**src/rtl/mem_access_ctrl_pkg.sv**
```systemverilog
// Shared definitions for the MEM-stage data memory access controller.
//   - funct3 load/store width codes
//   - controller FSM state encoding
//   - helpers decoding access size and legality from funct3
package mem_access_ctrl_pkg;

    localparam logic [2:0] F3_B  = 3'b000;
    localparam logic [2:0] F3_H  = 3'b001;
    localparam logic [2:0] F3_W  = 3'b010;
    localparam logic [2:0] F3_BU = 3'b100;
    localparam logic [2:0] F3_HU = 3'b101;

    typedef enum logic [2:0] {
        IDLE,
        REQ1,
        WAIT1,
        REQ2,
        WAIT2,
        DONE
    } state_t;

    // Access size in bytes (1, 2 or 4) from the width bits of funct3.
    function automatic logic [2:0] access_size(input logic [2:0] f3);
        case (f3[1:0])
            2'b00:   access_size = 3'd1;
            2'b01:   access_size = 3'd2;
            default: access_size = 3'd4;
        endcase
    endfunction

    function automatic logic type_legal(input logic [2:0] f3);
        type_legal = (f3 == F3_B) || (f3 == F3_H) || (f3 == F3_W) ||
                     (f3 == F3_BU) || (f3 == F3_HU);
    endfunction

endpackage

```
**src/rtl/Data_organizer.sv**
```systemverilog
// Load result extension: sign- or zero-extends the right-justified raw
// read data according to funct3.
//   data_in  : right-justified raw load data
//   funct3   : load type (B, H, W, BU, HU)
//   data_out : extended 32-bit load result
module Data_organizer
    import mem_access_ctrl_pkg::*;
(
    input  logic [31:0] data_in,
    input  logic [2:0]  funct3,
    output logic [31:0] data_out
);

    always_comb begin
        data_out = data_in;
        case (funct3)
            F3_B:    data_out = {{24{data_in[7]}},  data_in[7:0]};
            F3_H:    data_out = {{16{data_in[15]}}, data_in[15:0]};
            F3_BU:   data_out = {24'd0, data_in[7:0]};
            F3_HU:   data_out = {16'd0, data_in[15:0]};
            default: data_out = data_in;
        endcase
    end

endmodule

```
**src/rtl/mem_lane_align.sv**
```systemverilog
// Combinational byte-lane alignment for word-organised memory.
//   off      : byte offset within the word (addr[1:0])
//   size     : access size in bytes (1, 2, 4)
//   wdata    : right-justified store data
//   rd_hi/lo : second / first returned read word (hi=0 when single beat)
//   be1/be2  : byte enables for beat 1 / beat 2
//   wdata1/2 : lane-shifted write data for beat 1 / beat 2
//   two_beat : access crosses a word boundary
//   raw      : merged, right-justified read data
module mem_lane_align (
    input  logic [1:0]  off,
    input  logic [2:0]  size,
    input  logic [31:0] wdata,
    input  logic [31:0] rd_hi,
    input  logic [31:0] rd_lo,
    output logic [3:0]  be1,
    output logic [3:0]  be2,
    output logic [31:0] wdata1,
    output logic [31:0] wdata2,
    output logic        two_beat,
    output logic [31:0] raw
);

    logic [7:0]  be8;
    logic [5:0]  sh;
    logic [63:0] wide_w;

    assign sh  = {1'b0, off, 3'b000};
    assign be8 = ((8'd1 << size) - 8'd1) << off;

    // Shifting in a 64-bit window yields both beats at once: the upper
    // half equals wdata >> 8*(4-off) without a 32-bit shift corner case.
    assign wide_w = {32'd0, wdata} << sh;

    assign be1      = be8[3:0];
    assign be2      = be8[7:4];
    assign two_beat = |be8[7:4];
    assign wdata1   = wide_w[31:0];
    assign wdata2   = wide_w[63:32];
    assign raw      = 32'({rd_hi, rd_lo} >> sh);

endmodule

```
**src/rtl/mem_access_ctrl.sv**
```systemverilog
// MEM-stage load/store sequencer for a single-port word-organised data
// memory using a req/gnt/rvalid handshake. Unaligned accesses crossing a
// word boundary are split into two aligned beats.
//   clk, rst_n             : clock, synchronous active-low reset
//   req_valid/we/addr/     : load/store request from EX/MEM register
//   wdata/type
//   stall                  : pipeline hold (req_valid & ~done)
//   done, err, load_data   : one-cycle completion, illegal type, load result
//   mem_req/we/addr/be/    : memory request side
//   wdata, mem_gnt
//   mem_rvalid, mem_rdata  : memory read response
module mem_access_ctrl
    import mem_access_ctrl_pkg::*;
#(
    parameter int XLEN = 32
) (
    input  logic            clk,
    input  logic            rst_n,
    input  logic            req_valid,
    input  logic            req_we,
    input  logic [XLEN-1:0] req_addr,
    input  logic [XLEN-1:0] req_wdata,
    input  logic [2:0]      req_type,
    output logic            stall,
    output logic            done,
    output logic            err,
    output logic [XLEN-1:0] load_data,
    output logic            mem_req,
    input  logic            mem_gnt,
    output logic            mem_we,
    output logic [XLEN-1:0] mem_addr,
    output logic [3:0]      mem_be,
    output logic [XLEN-1:0] mem_wdata,
    input  logic            mem_rvalid,
    input  logic [XLEN-1:0] mem_rdata
);

    state_t          state_q, state_d;
    logic            we_q;
    logic [XLEN-1:0] addr_q;
    logic [XLEN-1:0] wdata_q;
    logic [2:0]      type_q;
    logic [XLEN-1:0] lo_q;
    logic            err_q;

    logic [3:0]      be1, be2;
    logic [XLEN-1:0] wdata1, wdata2;
    logic            two_beat;
    logic [XLEN-1:0] merge_hi, merge_lo;
    logic [XLEN-1:0] raw, org_data;
    logic [XLEN-1:0] base_addr;
    logic            load_fin;

    // The final read word is merged straight from mem_rdata so the result
    // can be registered on the same edge that enters DONE.
    always_comb begin
        if (state_q == WAIT1) begin
            merge_hi = '0;
            merge_lo = mem_rdata;
        end else begin
            merge_hi = mem_rdata;
            merge_lo = lo_q;
        end
    end

    mem_lane_align u_align (
        .off      (addr_q[1:0]),
        .size     (access_size(type_q)),
        .wdata    (wdata_q),
        .rd_hi    (merge_hi),
        .rd_lo    (merge_lo),
        .be1      (be1),
        .be2      (be2),
        .wdata1   (wdata1),
        .wdata2   (wdata2),
        .two_beat (two_beat),
        .raw      (raw)
    );

    Data_organizer u_org (
        .data_in  (raw),
        .funct3   (type_q),
        .data_out (org_data)
    );

    assign base_addr = {addr_q[XLEN-1:2], 2'b00};
    assign load_fin  = mem_rvalid &&
                       (((state_q == WAIT1) && !two_beat) || (state_q == WAIT2));
    assign stall     = req_valid & ~done;

    always_ff @(posedge clk) begin
        if (!rst_n) begin
            state_q   <= IDLE;
            we_q      <= 1'b0;
            addr_q    <= '0;
            wdata_q   <= '0;
            type_q    <= '0;
            lo_q      <= '0;
            err_q     <= 1'b0;
            load_data <= '0;
        end else begin
            state_q <= state_d;
            if ((state_q == IDLE) && req_valid) begin
                we_q    <= req_we;
                addr_q  <= req_addr;
                wdata_q <= req_wdata;
                type_q  <= req_type;
                err_q   <= ~type_legal(req_type);
            end
            if ((state_q == WAIT1) && mem_rvalid) begin
                lo_q <= mem_rdata;
            end
            if (load_fin) begin
                load_data <= org_data;
            end
        end
    end

    always_comb begin
        state_d   = state_q;
        mem_req   = 1'b0;
        mem_we    = 1'b0;
        mem_addr  = '0;
        mem_be    = '0;
        mem_wdata = '0;
        done      = 1'b0;
        err       = 1'b0;
        case (state_q)
            IDLE: begin
                if (req_valid) begin
                    state_d = type_legal(req_type) ? REQ1 : DONE;
                end
            end
            REQ1: begin
                mem_req   = 1'b1;
                mem_we    = we_q;
                mem_addr  = base_addr;
                mem_be    = be1;
                mem_wdata = wdata1;
                if (mem_gnt) begin
                    if (!we_q)         state_d = WAIT1;
                    else if (two_beat) state_d = REQ2;
                    else               state_d = DONE;
                end
            end
            WAIT1: begin
                if (mem_rvalid) begin
                    state_d = two_beat ? REQ2 : DONE;
                end
            end
            REQ2: begin
                mem_req   = 1'b1;
                mem_we    = we_q;
                mem_addr  = base_addr + 32'd4;
                mem_be    = be2;
                mem_wdata = wdata2;
                if (mem_gnt) begin
                    state_d = we_q ? DONE : WAIT2;
                end
            end
            WAIT2: begin
                if (mem_rvalid) begin
                    state_d = DONE;
                end
            end
            DONE: begin
                done    = 1'b1;
                err     = err_q;
                state_d = IDLE;
            end
            default: state_d = IDLE;
        endcase
    end

endmodule

```
**config.mk**
```make
export PLATFORM = sky130hd
export DESIGN_NAME = mem_access_ctrl
export DESIGN_NICKNAME = d
export VERILOG_FILES = /design/src/rtl/mem_access_ctrl_pkg.sv /design/src/rtl/Data_organizer.sv /design/src/rtl/mem_lane_align.sv /design/src/rtl/mem_access_ctrl.sv
export SDC_FILE = /design/constraint.sdc
export NUM_CORES = 1
export LEC_CHECK = 0
export CAP_MARGIN = 20
export CORE_ASPECT_RATIO = 0.75
export CORE_MARGIN = 2
export CORE_UTILIZATION = 45
export CTS_BUF_LIST = sky130_fd_sc_hd__clkbuf_16
export CTS_CLUSTER_SIZE = 12
export DETAILED_ROUTE_END_ITERATION = 12
export MAX_ROUTING_LAYER = met4
export PLACE_DENSITY = 0.81
export SETUP_SLACK_MARGIN = 0.1
export SLEW_MARGIN = 10
export SYNTH_ARGS = -nofsm -noshare
export SYNTH_HDL_FRONTEND = slang
export SYNTH_SLANG_ARGS = --single-unit
export TNS_END_PERCENT = 1
```
**constraint.sdc**
```tcl
create_clock -name clk -period 2.79 [get_ports clk]
set_input_delay 0.558 -clock clk [delete_from_list [all_inputs] [get_ports clk]]
set_output_delay 0.558 -clock clk [all_outputs]
set_load 0.005 [all_outputs]
```
Yosys cells after proc, flatten, opt, wreduce, memory -nomap -nowiden
Index checks and enable logic that the tools add are counted.
Cells by class
  shift-type cells: 4
  reduce and logical (&&, ||, !) cells: 17
  add/sub/neg operators: 2
  mux-type cells: 21
  equality and inequality tests: 18
  bitwise gates (word level): 3
Operators with widths (count)
  32-bit case mux with 2 select lines: 2
  32-bit case mux with 4 select lines: 1
  32-bit two-way mux: 2
  32-bit by 5-bit << shifter with 64-bit output: 1
  64-bit by 5-bit >> shifter with 32-bit output: 1
  32-bit by 3-bit adder with 32-bit output, second input constant: 1
  3-bit two-way mux: 8
  3-bit equality test, second input constant: 6
  3-bit case mux with 5 select lines: 1
  2-bit != test, second input constant: 5
  3-bit by 1-bit equality test with 1-bit output, second input constant: 3
  3-bit by 2-bit equality test with 1-bit output, second input constant: 3
  3-bit zero test: 3
  4-bit case mux with 2 select lines: 1
  1-bit by 3-bit << shifter with 8-bit output, first input constant: 1
  8-bit by 2-bit << shifter with 8-bit output: 1
  8-bit by 1-bit subtractor with 8-bit output, second input constant: 1
  3-bit case mux with 2 select lines: 1
  1-bit logical OR: 5
  1-bit two-way mux: 5
  5-bit AND reduction: 1
  1-bit logical AND: 4
  4-bit OR reduction: 1
  2-bit by 1-bit equality test with 1-bit output, second input constant: 1
  5 further kinds: 6
Word-level totals
  bits of input ports: 105
  output and inout bits: 105
  flip-flop bits (word level): 136
  word-level logic and storage cells: 73

Depth between registers and ports, before layout
  depth after elaboration: 10
  mapped depth: 13

By module
Synthesis repeated with hierarchy kept, for this count alone.
Second synthesis, totals
  cell total of the unflattened synthesis: 1119
  area total of the unflattened synthesis: 9270.1 µm²
Modules (own cells, without submodules)
  mem_access_ctrl: area an instance 7193.1 µm², times used 1, cells each 886, sequential area each 2722.6 µm²
  mem_lane_align: area an instance 1721.7 µm², times used 1, cells each 166, sequential area each 0.0 µm²
  Data_organizer: area an instance 355.3 µm², times used 1, cells each 67, sequential area each 0.0 µm²

Worst setup path before layout
OpenSTA, ideal clock, no wires.
  path type: flip-flop to flip-flop
  start: register type_q[0]
  end: register load_data[15]
  library setup time: 0.119 ns
  slack: 0.154 ns
  cell stages (with the launch flop): 14
  period minus slack after synthesis: 2.636 ns
  arrival: 2.517 ns
  path through: dfxtp_1 -> or2_1 -> buf_6 -> inv_2 -> clkbuf_1 -> ha_1 -> and3b_1 -> a311oi_1 -> a221o_1 -> nor4b_4 -> or2_1 -> buf_6 -> buf_6 -> o221a_1
On the way
  longest elaborated chain between the ends: 10
Ends and longest elaborated chain
  start: declaration: RTL line mem_access_ctrl.sv:42  | logic [2:0] type_q;
  start signal: assignment: RTL line mem_access_ctrl.sv:107  | type_q <= req_type;
  2-bit by 1-bit equality test with 1-bit output / 2-bit zero test (equally long branches): RTL line mem_access_ctrl_pkg.sv:24  | case (f3[1:0])
  3-bit case mux with 2 select lines: RTL line mem_access_ctrl_pkg.sv:24
  1-bit by 3-bit << shifter with 8-bit output: RTL line mem_lane_align.sv:29  | assign be8 = ((8'd1 << size) - 8'd1) << off;
  8-bit by 1-bit subtractor with 8-bit output: RTL line mem_lane_align.sv:29
  8-bit by 2-bit << shifter with 8-bit output: RTL line mem_lane_align.sv:29
  4-bit OR reduction: RTL line mem_lane_align.sv:37  | assign two_beat = |be8[7:4];
  1-bit zero test: RTL line mem_access_ctrl.sv:88  | (((state_q == WAIT1) && !two_beat) || (state_q == WAIT2));
  1-bit logical AND: RTL line mem_access_ctrl.sv:88
  1-bit logical OR: RTL line mem_access_ctrl.sv:88
  1-bit logical AND: RTL line mem_access_ctrl.sv:87  | assign load_fin = mem_rvalid &&
  end signal: assignment: RTL line mem_access_ctrl.sv:114  | load_data <= org_data;
  end: declaration: RTL line mem_access_ctrl.sv:27  | output logic [XLEN-1:0] load_data,
Parallel ways exist; a longest one is shown, timed or not.
A chain may end at the register's enable or synchronous reset.

Final worst setup path
  start: register addr_q[8]
  end: output mem_addr[20]
On the way
  longest elaborated chain between the ends: 2
Ends and longest elaborated chain
  start: declaration: RTL line mem_access_ctrl.sv:40  | logic [XLEN-1:0] addr_q;
  start signal: assignment: RTL line mem_access_ctrl.sv:105  | addr_q <= req_addr;
  32-bit by 3-bit adder with 32-bit output: RTL line mem_access_ctrl.sv:154  | mem_addr = base_addr + 32'd4;
  32-bit case mux with 2 select lines: RTL line mem_access_ctrl.sv:128  | case (state_q)
  end: declaration: RTL line mem_access_ctrl.sv:31  | output logic [XLEN-1:0] mem_addr,
No other way between the ends.

==> metrics.md <==
| Metric | Value |
|---|---|
| Maximum clock rate | `345 MHz` |
| Post-route ant nets | `0` |
| DR iter-0 viols | `824` |
| Failing checks | `negative setup slack` |
| Switching pwr | `2.49 mW` |
| Starting Density | `46.3%` |
| Finish-stage setup viols | `26` |
| CTS sink cnt | `~140` |
| Syn Inst Count | `1110` |
| CTS buffer count | `17` |
| PD cells | `about 600 nW/um2` |
| Max Cap Viol | `0` |
| Internal power | `4.71 mW` |
| Die width | `between 150 and 200 um` |
| WP data required | `around 2200 ps` |
| Util after Layout | `67.0%` |
| CTS HTree Levels | `4` |
| Sw Ratio | `34.6%` |
| Fillers | `~1500` |
| Crit-path max FO | `3` |
| CTS tree | `yes` |
| Setup WS post-layout | `-105 ps` |
| Core area | `17800 um2` |
| Wire per inst | `17.7 um` |
| 1st-pass router iterations | `7` |
| Height of the die | `121 um` |
| Post-CTS Hold Buffers | `0` |
| Largest net degree at the start of global routing | `between 50 and 60` |
| CTS Root Cell | `clkbuf_16` |
| Finished Layout Cells | `approximately 1600` |
| Main flop type after synthesis | `dfxtp_1` |
| DP Area | `10900 um2` |
| Area leader, netlist | `dfxtp_1` |
| Post-route cell area | `11900 um2` |
| # rows | `42` |
| Area Overhead vs Synth | `44.6%` |
| Run status | `complete, but fails checks` |
| Crit. End Element | `output port` |
| First-pass GRT wire length | `44200 um` |
| CP Class | `register to output port` |
| Register-to-Register Setup Slack | `50 ps` |
| Pre-CTS WS | `-133 ps` |
| Post-synth ARST share | `0%` |
| Post-synth EDFFs | `0` |
| Synth top area cells | `dfxtp_1 (33%), nand2_1 (13%), mux2i_1 (11%)` |
| Syn. warnings | `0` |
| Gr ovfl total | `0` |
| Critical Path AT | `2340 ps` |
| Flop pwr share | `between 30% and 40%` |
| Crit path time final | `a little under 3000 ps` |
| Clock share of power | `33.3%` |
| Via count | `9063` |
| Slew Viols, Final | `0` |
| Post-route DRC | `0` |
| Nets | `1457` |
| Synth Area per Inst | `approximately 7.4 um2` |
| Initial antenna violation count | `0` |
| Synth cell types | `64` |
| Worst setup SP type | `register` |
| Comb pwr share | `34.3%` |
| HPWL after DPL | `a little under 20000 um` |
| Global router's overall resource usage | `29.2%` |
| Maximum clock path buffer count | `2` |
| Leak | `4.55 nW` |
| Layout cells sized above 1 | `17.1%` |
| Die area | `19400 um2` |
| Peak VDD IR | `0.000385 V` |
| Top-area cell type share of the netlist area | `33.1%` |
| Skew final | `6.74 ps` |
| Clk_lat worst skew | `about 420 ps` |
| Worst hold path type | `register to register` |
| Post-synthesis sequential area ratio | `33.1%` |
| Vias/cell | `5.65` |
| Gpl congestion | `between 0.9 and 1` |
| Antenna cells | `0` |
| Routed WL | `approximately 28000 um` |
| Placed cells | `1550` |
| Post-Syn Area | `roughly 8000 um2` |
| Port buffer count | `~210` |
| Final hold violations | `0` |
| Via count of the first global-routing pass | `8383` |
| Final Cycle Share | `104%` |
| Synth Register Bits | `136` |
| Clk slew on worst S/H paths | `60 ps` |
| Io pins | `210` |
| RSZ-0062 raised after global routing | `yes` |
==> per-layer routing <==
layer	track usage (%)	wire, um	up-vias
li1	-	-	4367
met1	39.6	12600	4219
met2	43.1	12500	442
met3	8.34	2790	35
met4	7.43	433	0
met5	-	0	-
==> final timing paths <==
check                  from  depth (start not counted)            end
setup / recovery  addr_q[8]                         10   mem_addr[20]
hold / removal     lo_q[17]                          2       lo_q[17]
setup reg to reg  type_q[1]                         12  load_data[10]
hold reg to reg    lo_q[17]                          2       lo_q[17]
==> synth_stat cells, types with 12 or more instances <==
master,instances
nand2_1,288
dfxtp_1,136
and3_1,15
o22ai_1,18
nor2_1,59
o31ai_1,17
a31oi_1,18
a21oi_1,144
buf_1,13
buf_2,14
nand3_1,12
o21ai_0,40
xor2_1,13
o211ai_1,16
mux2i_1,94
clkbuf_1,63
==> registers in the layout, indices dropped and copies added (netlist names) <==
register,count
state_q,3
we_q,1
type_q,3
lo_q,32
wdata_q,32
err_q,1
load_data,32
addr_q,32
==> power groups by stage <==
stage | sequential (mW) | clock, mW | combinational [mW]
after floorplan | 2.33 | 0 | 1.36
after global placement | 2.35 | 0 | 2.28
after detailed placement | 2.36 | 0 | 2.32
after CTS | 2.33 | 2.41 | 2.38
after global routing | 2.36 | 2.49 | 2.65
final | 2.34 | 2.40 | 2.47
==> final cells by class <==
type,instances,area (um2),area share (%)
repair buffers,316,2920,24.5
clock inverters,15,193,1.62
clock buffers,17,425,3.57
flip-flops and latches,136,2740,23.0
multi-input cells,865,5280,44.3
well taps,242,303,2.54
inverters,12,46.3,0.389
==> timing repair <==
item                       4_1_cts  5_1_grt
setup endpoints to repair       87       93
cloned                           0        0
pin swaps                       21       21
setup buffers                   14        7
hold endpoints to repair         0        0
resized for setup              110       58
==> metrics by stage <==
step | total power, mW | hold slack (ps) | setup TNS (ps)
after CTS | 7.11 | 454 | -1850
after global placement | 4.64 | 439 | -324
after floorplan | 3.69 | 433 | 0
after detailed placement | 4.68 | 446 | -421
after global routing | 7.50 | 470 | -6990
final | 7.20 | 454 | -1150
==> critical path, cell delays in order (launching register included) <==
cell and delay (ps):
dfxtp_2 330, nand4_1 140, buf_4 180, nor4_4 250, and2_4 230, buf_4 110
buf_4 100, nand4_1 100, xor2_1 160, nor2_1 90, clkdlybuf4s15_2 210
==> layout by cell type (no fill, tap or decap), types with 6 or more instances in the layout <==
master and instances:
o22ai_1 17, dfxtp_1 126, a21oi_1 141, buf_12 6, buf_6 9, buf_2 14, inv_1 7, xor2_1 13
o21ai_0 36, clkdlybuf4s50_1 174, nand4_1 8, or3_1 6, xnor2_1 9, nand2_1 286, mux2i_1 94, o211ai_1 16
a31oi_1 18, buf_4 93, o31ai_1 16, a311oi_2 8, nand3_1 10, nor2_1 52, a22o_1 9, nor3_1 9
o221a_1 8, dfxtp_2 9, and3_1 15, clkbuf_16 17
==> logic make-up after synthesis <==
logic type	Yosys count	share of synthesized area [%]
compound gates	300	22.6
other cells	1	0.0456
flops	136	33.1
buf+inv	110	5.82
xor+xnor	24	2.55
simple gates	438	23.2
mux	97	12.1
fa+ha+maj	4	0.608
(Power assumes the default switching activity.)
